## src/rtl/sprite_scanline_renderer.sv

```systemverilog
// Sprite scanline renderer: fetches one bitmap ROM row per video line during
// horizontal blank, then shifts it out as a 1-bit pixel stream from hstart.
module sprite_scanline_renderer #(
   parameter int BMP_W  = 8,
   parameter int BMP_H  = 16,
   parameter bit MIRROR = 1'b1,
   localparam int AW    = $clog2(BMP_H)
) (
   input  logic             clk,
   input  logic             reset,
   input  logic             vstart,
   input  logic             load,
   input  logic             hstart,
   output logic [AW-1:0]    rom_addr,
   input  logic [BMP_W-1:0] rom_bits,
   output logic             gfx,
   output logic             in_progress
);

   localparam int XW   = $clog2(2 * BMP_W);
   localparam int BW   = (BMP_W > 1) ? $clog2(BMP_W) : 1;
   localparam int NPIX = MIRROR ? 2 * BMP_W : BMP_W;

   localparam logic [XW-1:0] X_LAST    = XW'(NPIX - 1);
   localparam logic [XW-1:0] X_HALF    = XW'(BMP_W);
   localparam logic [XW-1:0] X_MIR_TOP = XW'(2 * BMP_W - 1);
   localparam logic [AW:0]   Y_DONE    = (AW + 1)'(BMP_H);

   typedef enum logic [2:0] {
      IDLE        = 3'd0,
      WAIT_LOAD   = 3'd1,
      LOAD_SETUP  = 3'd2,
      LOAD_FETCH  = 3'd3,
      WAIT_HSTART = 3'd4,
      DRAW        = 3'd5
   } state_e;

   state_e             state_q, state_d;
   logic [AW:0]        ycount_q, ycount_d;
   logic [XW-1:0]      xcount_q, xcount_d;
   logic [BMP_W-1:0]   rowbuf_q, rowbuf_d;
   logic [AW-1:0]      rom_addr_q, rom_addr_d;
   logic [XW-1:0]      mir_pos_s;
   logic [BW-1:0]      pix_idx_s;
   logic               gfx_s;

   // State and datapath registers.
   always_ff @(posedge clk or negedge reset) begin
      if (!reset) begin
         state_q    <= IDLE;
         ycount_q   <= '0;
         xcount_q   <= '0;
         rowbuf_q   <= '0;
         rom_addr_q <= '0;
      end else begin
         state_q    <= state_d;
         ycount_q   <= ycount_d;
         xcount_q   <= xcount_d;
         rowbuf_q   <= rowbuf_d;
         rom_addr_q <= rom_addr_d;
      end
   end

   // Next-state logic; events not expected in the current state fall through unchanged.
   always_comb begin
      state_d    = state_q;
      ycount_d   = ycount_q;
      xcount_d   = xcount_q;
      rowbuf_d   = rowbuf_q;
      rom_addr_d = rom_addr_q;
      case (state_q)
         IDLE: begin
            if (vstart) begin
               state_d  = WAIT_LOAD;
               ycount_d = '0;
            end else begin
               state_d = IDLE;
            end
         end
         WAIT_LOAD: begin
            if (load) begin
               state_d    = LOAD_SETUP;
               rom_addr_d = ycount_q[AW-1:0];
            end else begin
               state_d = WAIT_LOAD;
            end
         end
         LOAD_SETUP: state_d = LOAD_FETCH;
         LOAD_FETCH: begin
            rowbuf_d = rom_bits;
            ycount_d = ycount_q + (AW + 1)'(1);
            state_d  = WAIT_HSTART;
         end
         WAIT_HSTART: begin
            if (hstart) begin
               state_d  = DRAW;
               xcount_d = '0;
            end else begin
               state_d = WAIT_HSTART;
            end
         end
         DRAW: begin
            xcount_d = xcount_q + XW'(1);
            if (xcount_q == X_LAST) begin
               state_d = (ycount_q == Y_DONE) ? IDLE : WAIT_LOAD;
            end else begin
               state_d = DRAW;
            end
         end
         default: state_d = IDLE;
      endcase
   end

   // Pixel select: second half walks the row backwards for the mirrored image.
   always_comb begin
      mir_pos_s = X_MIR_TOP - xcount_q;
      pix_idx_s = '0;
      gfx_s     = 1'b0;
      if (state_q == DRAW) begin
         if (xcount_q < X_HALF) begin
            pix_idx_s = xcount_q[BW-1:0];
         end else begin
            pix_idx_s = mir_pos_s[BW-1:0];
         end
         gfx_s = rowbuf_q[pix_idx_s];
      end else begin
         gfx_s = 1'b0;
      end
   end

   assign gfx         = gfx_s;
   assign in_progress = (state_q != IDLE);
   assign rom_addr    = rom_addr_q;

endmodule

```

## config.mk

```make
export PLATFORM = sky130hd
export DESIGN_NAME = sprite_scanline_renderer
export DESIGN_NICKNAME = d
export VERILOG_FILES = /design/src/rtl/sprite_scanline_renderer.sv
export SDC_FILE = /design/constraint.sdc
export NUM_CORES = 1
export LEC_CHECK = 0
export ABC_AREA = 1
export CAP_MARGIN = 20
export CORE_MARGIN = 5
export CORE_UTILIZATION = 35
export DETAILED_ROUTE_END_ITERATION = 8
export GPL_TIMING_DRIVEN = 0
export HOLD_SLACK_MARGIN = 0.02
export PLACE_DENSITY = 0.52
export SYNTH_ARGS = -nofsm -noshare
export SYNTH_HDL_FRONTEND = slang
export SYNTH_SLANG_ARGS = --single-unit
```

## constraint.sdc

```tcl
create_clock -name clk -period 1.5 [get_ports clk]
set_input_delay 0.375 -clock clk [delete_from_list [all_inputs] [get_ports clk]]
set_output_delay 0.375 -clock clk [all_outputs]
set_load 0.005 [all_outputs]
```

# Word level (Yosys, flattened, before mapping)

Index checks and enable logic that the tools add are counted.

Input bits: 13
Word-level logic and storage cells: 41
Output and inout port bits: 6
Flip-flop bits (word level): 24

Magnitude comparators: 2
Mux-type cells: 15
Equality and inequality tests: 9
Reduce and logical (&&, ||, !) cells: 7
Add/subtract/negate cells: 3

Operators with widths:

| kind                                                       | count |
|---|---|
| one-hot mux 3 bit (6 select lines)                         | 1 |
| one-hot mux 5 bit (2 select lines)                         | 1 |
| 2-to-1 mux 3 bit                                           | 3 |
| one-hot mux 4 bit (2 select lines)                         | 1 |
| equality test 3 x 2 -> 1 bit, second input constant        | 2 |
| equality test 3 bit, second input constant                 | 2 |
| AND reduction 2 bit                                        | 3 |
| adder 5 x 1 -> 5 bit, second input constant                | 1 |
| equality test 5 bit, second input constant                 | 1 |
| 2-to-1 mux 1 bit                                           | 5 |
| 2-to-1 mux 5 bit                                           | 1 |
| adder 4 x 1 -> 4 bit, second input constant                | 1 |
| equality test 4 bit, second input constant                 | 1 |
| less-than comparator 3 x 4 -> 1 bit, second input constant | 1 |
| less-than comparator 4 bit, second input constant          | 1 |
| 2-to-1 mux 4 bit                                           | 1 |
| != test 2 bit, second input constant                       | 2 |
| nonzero test 2 bit                                         | 2 |
| binary-select mux 1 bit (select 3 bit)                     | 1 |
| equality test 3 x 1 -> 1 bit, second input constant        | 1 |
| logical NOT 3 bit                                          | 1 |
| nonzero test 3 bit                                         | 1 |
| subtractor 3 bit, first input constant                     | 1 |
| 2-to-1 mux 2 bit                                           | 1 |

# Logic depth before layout (Yosys ltp)

Gate-level depths: netlist of the first run.

Word-level depth: 6
Mapped depth: 8
Mapped depth without buffers: 8

# Worst setup path after synthesis of the first run

No wires, ideal clock.

Kind: register -> output
Start point: reg xcount_q[3]
End point: out gfx
Data required time: 1.125 ns
Path buffers: 0
Arrival time: 0.985 ns
Setup slack: 0.140 ns
Cell stages (with the launch flop): 6
Cell sequence: dfrtp_1 -> ha_1 -> inv_1 -> nand2_1 -> nor2_1 -> nor2_1

Longest elaborated chain between the ends: 6

RTL lines:

| what                                   | RTL line | source |
|---|---|---|
| start: declaration                     | 40       | `logic [XW-1:0] xcount_q, xcount_d;` |
| start signal: assignment               | 58       | `xcount_q <= xcount_d;` |
| less-than comparator 4 bit             | 120      | `if (xcount_q < X_HALF) begin` |
| 2-to-1 mux 3 bit                       | 120      |  |
| 2-to-1 mux 3 bit                       | 119      | `if (state_q == DRAW) begin` |
| binary-select mux 1 bit (select 3 bit) | 125      | `gfx_s = rowbuf_q[pix_idx_s];` |
| 2-to-1 mux 1 bit (implied by the code) | 125      |  |
| 2-to-1 mux 1 bit                       | 119      |  |
| end: declaration                       | 16       | `output logic gfx,` |

Every way passes these cells. The select of a mux whose other input is x is not followed.

# Worst setup path after layout of the first run

Same ends and word-level chain as after synthesis.

==> flow_summary.json, run 1 <==
{
  "yosysTopAreaCell": "dfrtp_1",
  "core_area_um2": 3340,
  "crit_start": "xcount_q[3]",
  "layout.nets": 196,
  "power_mw": 2.73,
  "rsz0062_at_grt": "true",
  "path_class": "reg -> out",
  "syn-num-nets": 164,
  "cts_max_path_buffers": 2,
  "ys_ff_latch": 24,
  "syn_avg_cell_area_um2": 8.19,
  "ys_seq_area_share_pct": 49.9,
  "max_freq_mhz": 530,
  "antenna_found_initial": 0,
  "clock_sinks": 24,
  "drv_cap": 0,
  "grt_pass1_wl_um": 4510,
  "fp.dieW_um": 68.6,
  "crit_fanout": 6,
  "die_area_um2": 4710,
  "ff2ff_setup_slack_ns": 0.10,
  "drt_iter0_drc": 68,
  "antenna_left": 0,
  "fin_skew_ns": 0.00948,
  "slew_viol_final": 0,
  "fin_crit_sh_pct": 126,
  "cp.arrival_ns": 1.51,
  "drt_wl_total_um": 2680,
  "clkLatencyLatePin_ns": 0.32,
  "track_usage_pct": 13.0,
  "p_per_area_nw_per_um2": 1700,
  "chipHeight_um": 68.6,
  "worstReg2RegStart": "state_q[1]",
  "grt_pass1_vias": 999,
  "endpoint_kind": "primary output",
  "hold_buffers": 0,
  "remaining_drc_errors": 0,
  "cts_buffers": 3,
  "relSlewSlack_pct": 60.6,
  "clkTransAtPathRegs_ns": 0.14,
  "tightest_slew_ns": 0.589,
  "synth_cell_types": 20,
  "syn_area_um2": 1200,
  "grt_overflow": 0,
  "crit_required_ns": 1.12,
  "finalCriticalPeriod_ns": 1.89,
  "post-route-util_pct": 48.1,
  "root_buffer": "clkbuf_4",
  "hold_slack_ns": 0.409,
  "layout_setup_ws_ns": -0.388,
  "area_delta_synth_final_pct": 33.5,
  "ios": 19,
  "rows": 21,
  "drive_gt1_share_pct": 18.0,
  "hold_viol": 0,
  "reg2reg_depth": 8,
  "tns_ns": -0.445,
  "gp_congestion": 0.808,
  "vias_per_cell": 4.67,
  "fillCellCount": 331,
  "io_buffers": 18,
  "dr.pass1.iters": 5,
  "syn_inst": 147,
  "setup_violations": 2,
  "start_util_pct": 36.1,
  "n_antenna_cell": 0,
  "dp_hpwl_um": 1940,
  "yosysTopAreaCellShare_pct": 49.9,
  "cts_tree": "yes",
  "ys_top_cells_by_area": "dfrtp_1 (50%), nand2_1 (13%), o21ai_0 (7.9%), inv_1 (5.3%), nand3_1 (5.0%)",
  "vias": 1046,
  "reg2reg_to": "rowbuf_q[5]",
  "cp-start-kind": "register",
  "hold_class": "in -> async",
  "ir_drop_mv": 0.768,
  "yosysWarnings": 0,
  "grt_start_max_net_pins": 15,
  "wire_per_inst_um": 12.0,
  "htreeDepth": 1,
  "status": "complete, but fails checks",
  "violations": "setup timing",
  "p_leak_nw": 0.777
}
-- per-layer routing --
metal / wire [µm] / vias to the layer above / GRT usage (%)
li1: - / 544 / -
met1: 1290 / 483 / 16.7
met2: 1260 / 15 / 20.7
met3: 96 / 4 / 4.05
met4: 34 / 0 / 4.22
met5: 0 / - / 0
-- state kept, by name (all words and copies together), names as in the netlist --
| register | count |
|---|---|
| rowbuf_q | 8 |
| ycount_q | 5 |
| rom_addr | 4 |
| xcount_q | 4 |
| state_q | 3 |
-- area by class of cell --
class | instances | area (µm²) | share of cell area, %
sequential | 24 | 604 | 37.6
multi-input combinational | 103 | 562 | 35.0
timing repair buffer | 27 | 244 | 15.2
inverter | 19 | 78.8 | 4.91
tap | 46 | 57.6 | 3.58
buffer | 1 | 7.51 | 0.467
clock inverter | 1 | 30.0 | 1.87
clock buffer | 3 | 22.5 | 1.40
-- repair_timing --
| item | 4_1_cts | 5_1_grt |
|---|---|---|
| pin swaps | 3 | 3 |
| endpoints found under the setup margin | 6 | 10 |
| setup buffers | 4 | 5 |
| resized for setup | 21 | 11 |
| hold endpoints to repair | 0 | 0 |
-- synthesized netlist by cell type (all sizes together) --
cell type  count
a22o           1
buf            1
dfrtp         24
ha             4
inv           19
nand2         44
nand3         13
nand3b         1
nand4          1
nor2           8
nor3           3
o21ai         20
o22ai          4
o31ai          1
xnor2          2
xor2           1
-- metrics by stage --
step,std cells,setup slack (ns),instance area (µm²)
after floorplan,147,0.140,1200
after global placement,211,-0.467,1440
after detailed placement,212,-0.465,1460
after CTS,220,-0.415,1540
after global routing,224,-0.525,1610
final,224,-0.388,1610
-- report_power, final --
part           internal (mW)  switching, mW
clock                  0.270          0.203
combinational          0.539          0.675
sequential             0.873          0.169
-- cells in the final DEF (no fill, tap or decap), types with 3 or more instances in the layout --
| master | n |
|---|---|
| nand2_1 | 39 |
| buf_4 | 8 |
| dfrtp_2 | 3 |
| inv_1 | 16 |
| nor3_1 | 3 |
| nand3_1 | 12 |
| o21ai_0 | 17 |
| inv_4 | 3 |
| clkdlybuf4s50_1 | 12 |
| clkbuf_4 | 3 |
| dfrtp_1 | 21 |
| dlygate4sd2_1 | 4 |
| nand2_2 | 4 |
| o21ai_1 | 3 |
| nor2_1 | 6 |
| ha_1 | 4 |
| o22ai_1 | 4 |
-- how the worst max path moves through the flow --
stage,to,slack (ns),depth (start not counted)
finish,gfx,-0.39,5
detailed placement,gfx,-0.47,9
floorplan,gfx,0.14,5
global placement,gfx,-0.47,9
CTS,gfx,-0.41,6
global route,gfx,-0.53,7
-- worst max-delay path, stage by stage, from the launching register on --
cell	delay, ns
dfrtp_2	0.51
ha_1	0.33
nand3_1	0.09
nand2_1	0.05
nor2_1	0.11
buf_2	0.12
-- logic make-up (layout without fill, tap and decap cells) --
logic type	after synthesis	count (layout)	share of synthesized area, %
AND/OR/NAND/NOR	70	70	24.8
AO/OA/AOI/OAI	26	26	11.7
flip-flops	24	24	49.9
buffers and inverters	20	51	6.55
adder cells (fa/ha/maj)	4	4	4.16
XOR/XNOR	3	3	2.81
Power figures use the tool's default switching activity.
==> run 2: changes to the inputs <==
--- a/config.mk
+++ b/config.mk
@@ -12,7 +12,9 @@
 export DETAILED_ROUTE_END_ITERATION = 8
 export GPL_TIMING_DRIVEN = 0
 export HOLD_SLACK_MARGIN = 0.02
+export MAX_ROUTING_LAYER = met4
 export PLACE_DENSITY = 0.52
+export REMOVE_ABC_BUFFERS = 1
 export SYNTH_ARGS = -nofsm -noshare
 export SYNTH_HDL_FRONTEND = slang
 export SYNTH_SLANG_ARGS = --single-unit
==> flow_summary.json, run 2 (synthesis results as in run 1) <==
{
  "status": "complete, but fails checks",
  "violations": "setup timing",
  "rows": 21,
  "path_class": "reg -> out",
  "grt_overflow": 0,
  "relSlewSlack_pct": 67.7,
  "cp.arrival_ns": 1.55,
  "ff2ff_setup_slack_ns": 0.13,
  "endpoint_kind": "primary output",
  "fillCellCount": 327,
  "combPwrFrac_pct": 46.9,
  "root_buffer": "clkbuf_4",
  "max_freq_mhz": 520,
  "reg_top3": "rowbuf_q: 8 flops, ycount_q: 5 flops",
  "htreeDepth": 1,
  "largest-register": "rowbuf_q",
  "track_usage_pct": 13.2,
  "setup_violations": 2,
  "crit_fanout": 6,
  "tightest_slew_ns": 0.484,
  "clkPwrFrac_pct": 13.1,
  "fin_crit_sh_pct": 128,
  "cts_tree": "yes",
  "drive_gt1_share_pct": 21.0,
  "largest_reg_flops": 8,
  "vias_per_cell": 4.63,
  "seq_power_share_pct": 40.0,
  "drt_wl_total_um": 2630,
  "grt_pass1_wl_um": 4550,
  "crit_required_ns": 1.12,
  "layout_commonest_cell": "nand2_1",
  "area_delta_synth_final_pct": 35.3,
  "p_leak_nw": 0.768,
  "fin_skew_ns": 0.00200,
  "wire_per_inst_um": 11.8,
  "drt_iter0_drc": 38,
  "drv_cap": 0,
  "die_area_um2": 4710,
  "n_antenna_cell": 0,
  "finalCriticalPeriod_ns": 1.92,
  "seqCellArea_um2": 604,
  "ir_drop_mv": 0.605,
  "dp_hpwl_um": 1830,
  "post-route-util_pct": 48.8,
  "swShare_pct": 40.8,
  "chipHeight_um": 68.6,
  "remaining_drc_errors": 0,
  "post-place-ws_ns": -0.465,
  "layout.nets": 194,
  "fp.dieW_um": 68.6,
  "slew_viol_final": 0,
  "ios": 19,
  "cts_buffers": 3,
  "core_area_um2": 3340,
  "cts_max_path_buffers": 2,
  "p_switching_mw": 1.08,
  "vias": 1028,
  "dr.pass1.iters": 4,
  "grt_pass1_vias": 1049,
  "antenna_found_initial": 0,
  "layout_setup_ws_ns": -0.422,
  "clkLatencyLatePin_ns": 0.31,
  "clkTransAtPathRegs_ns": 0.14,
  "p_per_area_nw_per_um2": 1620,
  "cp-start-kind": "register",
  "rsz0062_at_grt": "true",
  "io_buffers": 18,
  "mostFrequentLayoutCells": "nand2_1 (36), dfrtp_1 (21), o21ai_0 (17)",
  "grt_start_max_net_pins": 25,
  "cell_internal_pwr_mw": 1.57,
  "antenna_left": 0,
  "clock_sinks": 24,
  "hold_class": "in -> async",
  "multi_input_area_um2": 606,
  "start_util_pct": 36.1,
  "gp_congestion": 0.857,
  "hold_viol": 0
}
run 2: cell count changes in the layout (fill, tap and decap cells not counted), moves of 2 or more:
cell,delta
buf_4,-2
nand2_1,-3
nand2_2,+2
nand3_1,-3
nand3_2,+4
run 2: per-layer routing:
layer  GRT usage [%]  part of all wire, %  up-vias
met3            2.92                  3.9        2
li1                -                    -      536
met5               -                    0        -
met2            20.6                   47       13
met4            4.47                 0.69        0
met1            16.9                   49      477
run 2: worst max-delay path: stages, from the launching register on:
cell	delay, ns
dfrtp_2	0.55
inv_4	0.08
nand2_4	0.09
nand2_4	0.06
o21ai_1	0.13
nor2_1	0.05
nor2_1	0.10
nor2_1	0.06
buf_2	0.12
run 2: area by class of cell:
class                      count  area share, %
multi-input combinational    103           37.2
inverter                      19           4.69
timing repair buffer          26           15.3
tap                           46           3.53
sequential                    24           37.1
clock buffer                   4           2.23
run 2: path summary, 6_finish.rpt:
path | startpoint | end | cells after the start
worst max register to register | state_q[1] | ycount_q[0] | 6
worst max-delay path | xcount_q[3] | gfx | 8
max in group asynchronous | reset | ycount_q[4] | 2
min in group clk | rowbuf_q[4] | rowbuf_q[4] | 2
worst min-delay path | reset | xcount_q[2] | 1
worst min register to register | rowbuf_q[4] | rowbuf_q[4] | 2
run 2: stage by stage:
stage / instance area (µm²) / hold WS, ns / power (mW) / instances / TNS, ns
floorplan: 1200 / 0.0794 / 1.71 / 146 / 0
global placement: 1430 / 0.462 / 2.01 / 210 / -5.95
detailed placement: 1430 / 0.460 / 2.04 / 210 / -6.18
CTS: 1530 / 0.496 / 2.50 / 219 / -0.440
global route: 1630 / 0.384 / 2.92 / 222 / -0.663
finish: 1630 / 0.373 / 2.64 / 222 / -0.448
run 2: power groups by stage:
stage | clock network (mW) | logic, mW | registers [mW]
after CTS | 0.362 | 1.11 | 1.03
after global routing | 0.391 | 1.43 | 1.09
final | 0.346 | 1.24 | 1.06
after floorplan | 0 | 0.700 | 1.01
after detailed placement | 0 | 0.994 | 1.05
after global placement | 0 | 0.972 | 1.04
run 2: repair_timing:
item / CTS / global route
pin swaps: 3 / 8
endpoints found under the setup margin: 6 / 9
buffers inserted: 5 / 2
hold buffers: 0 / 0
resized for setup: 20 / 19
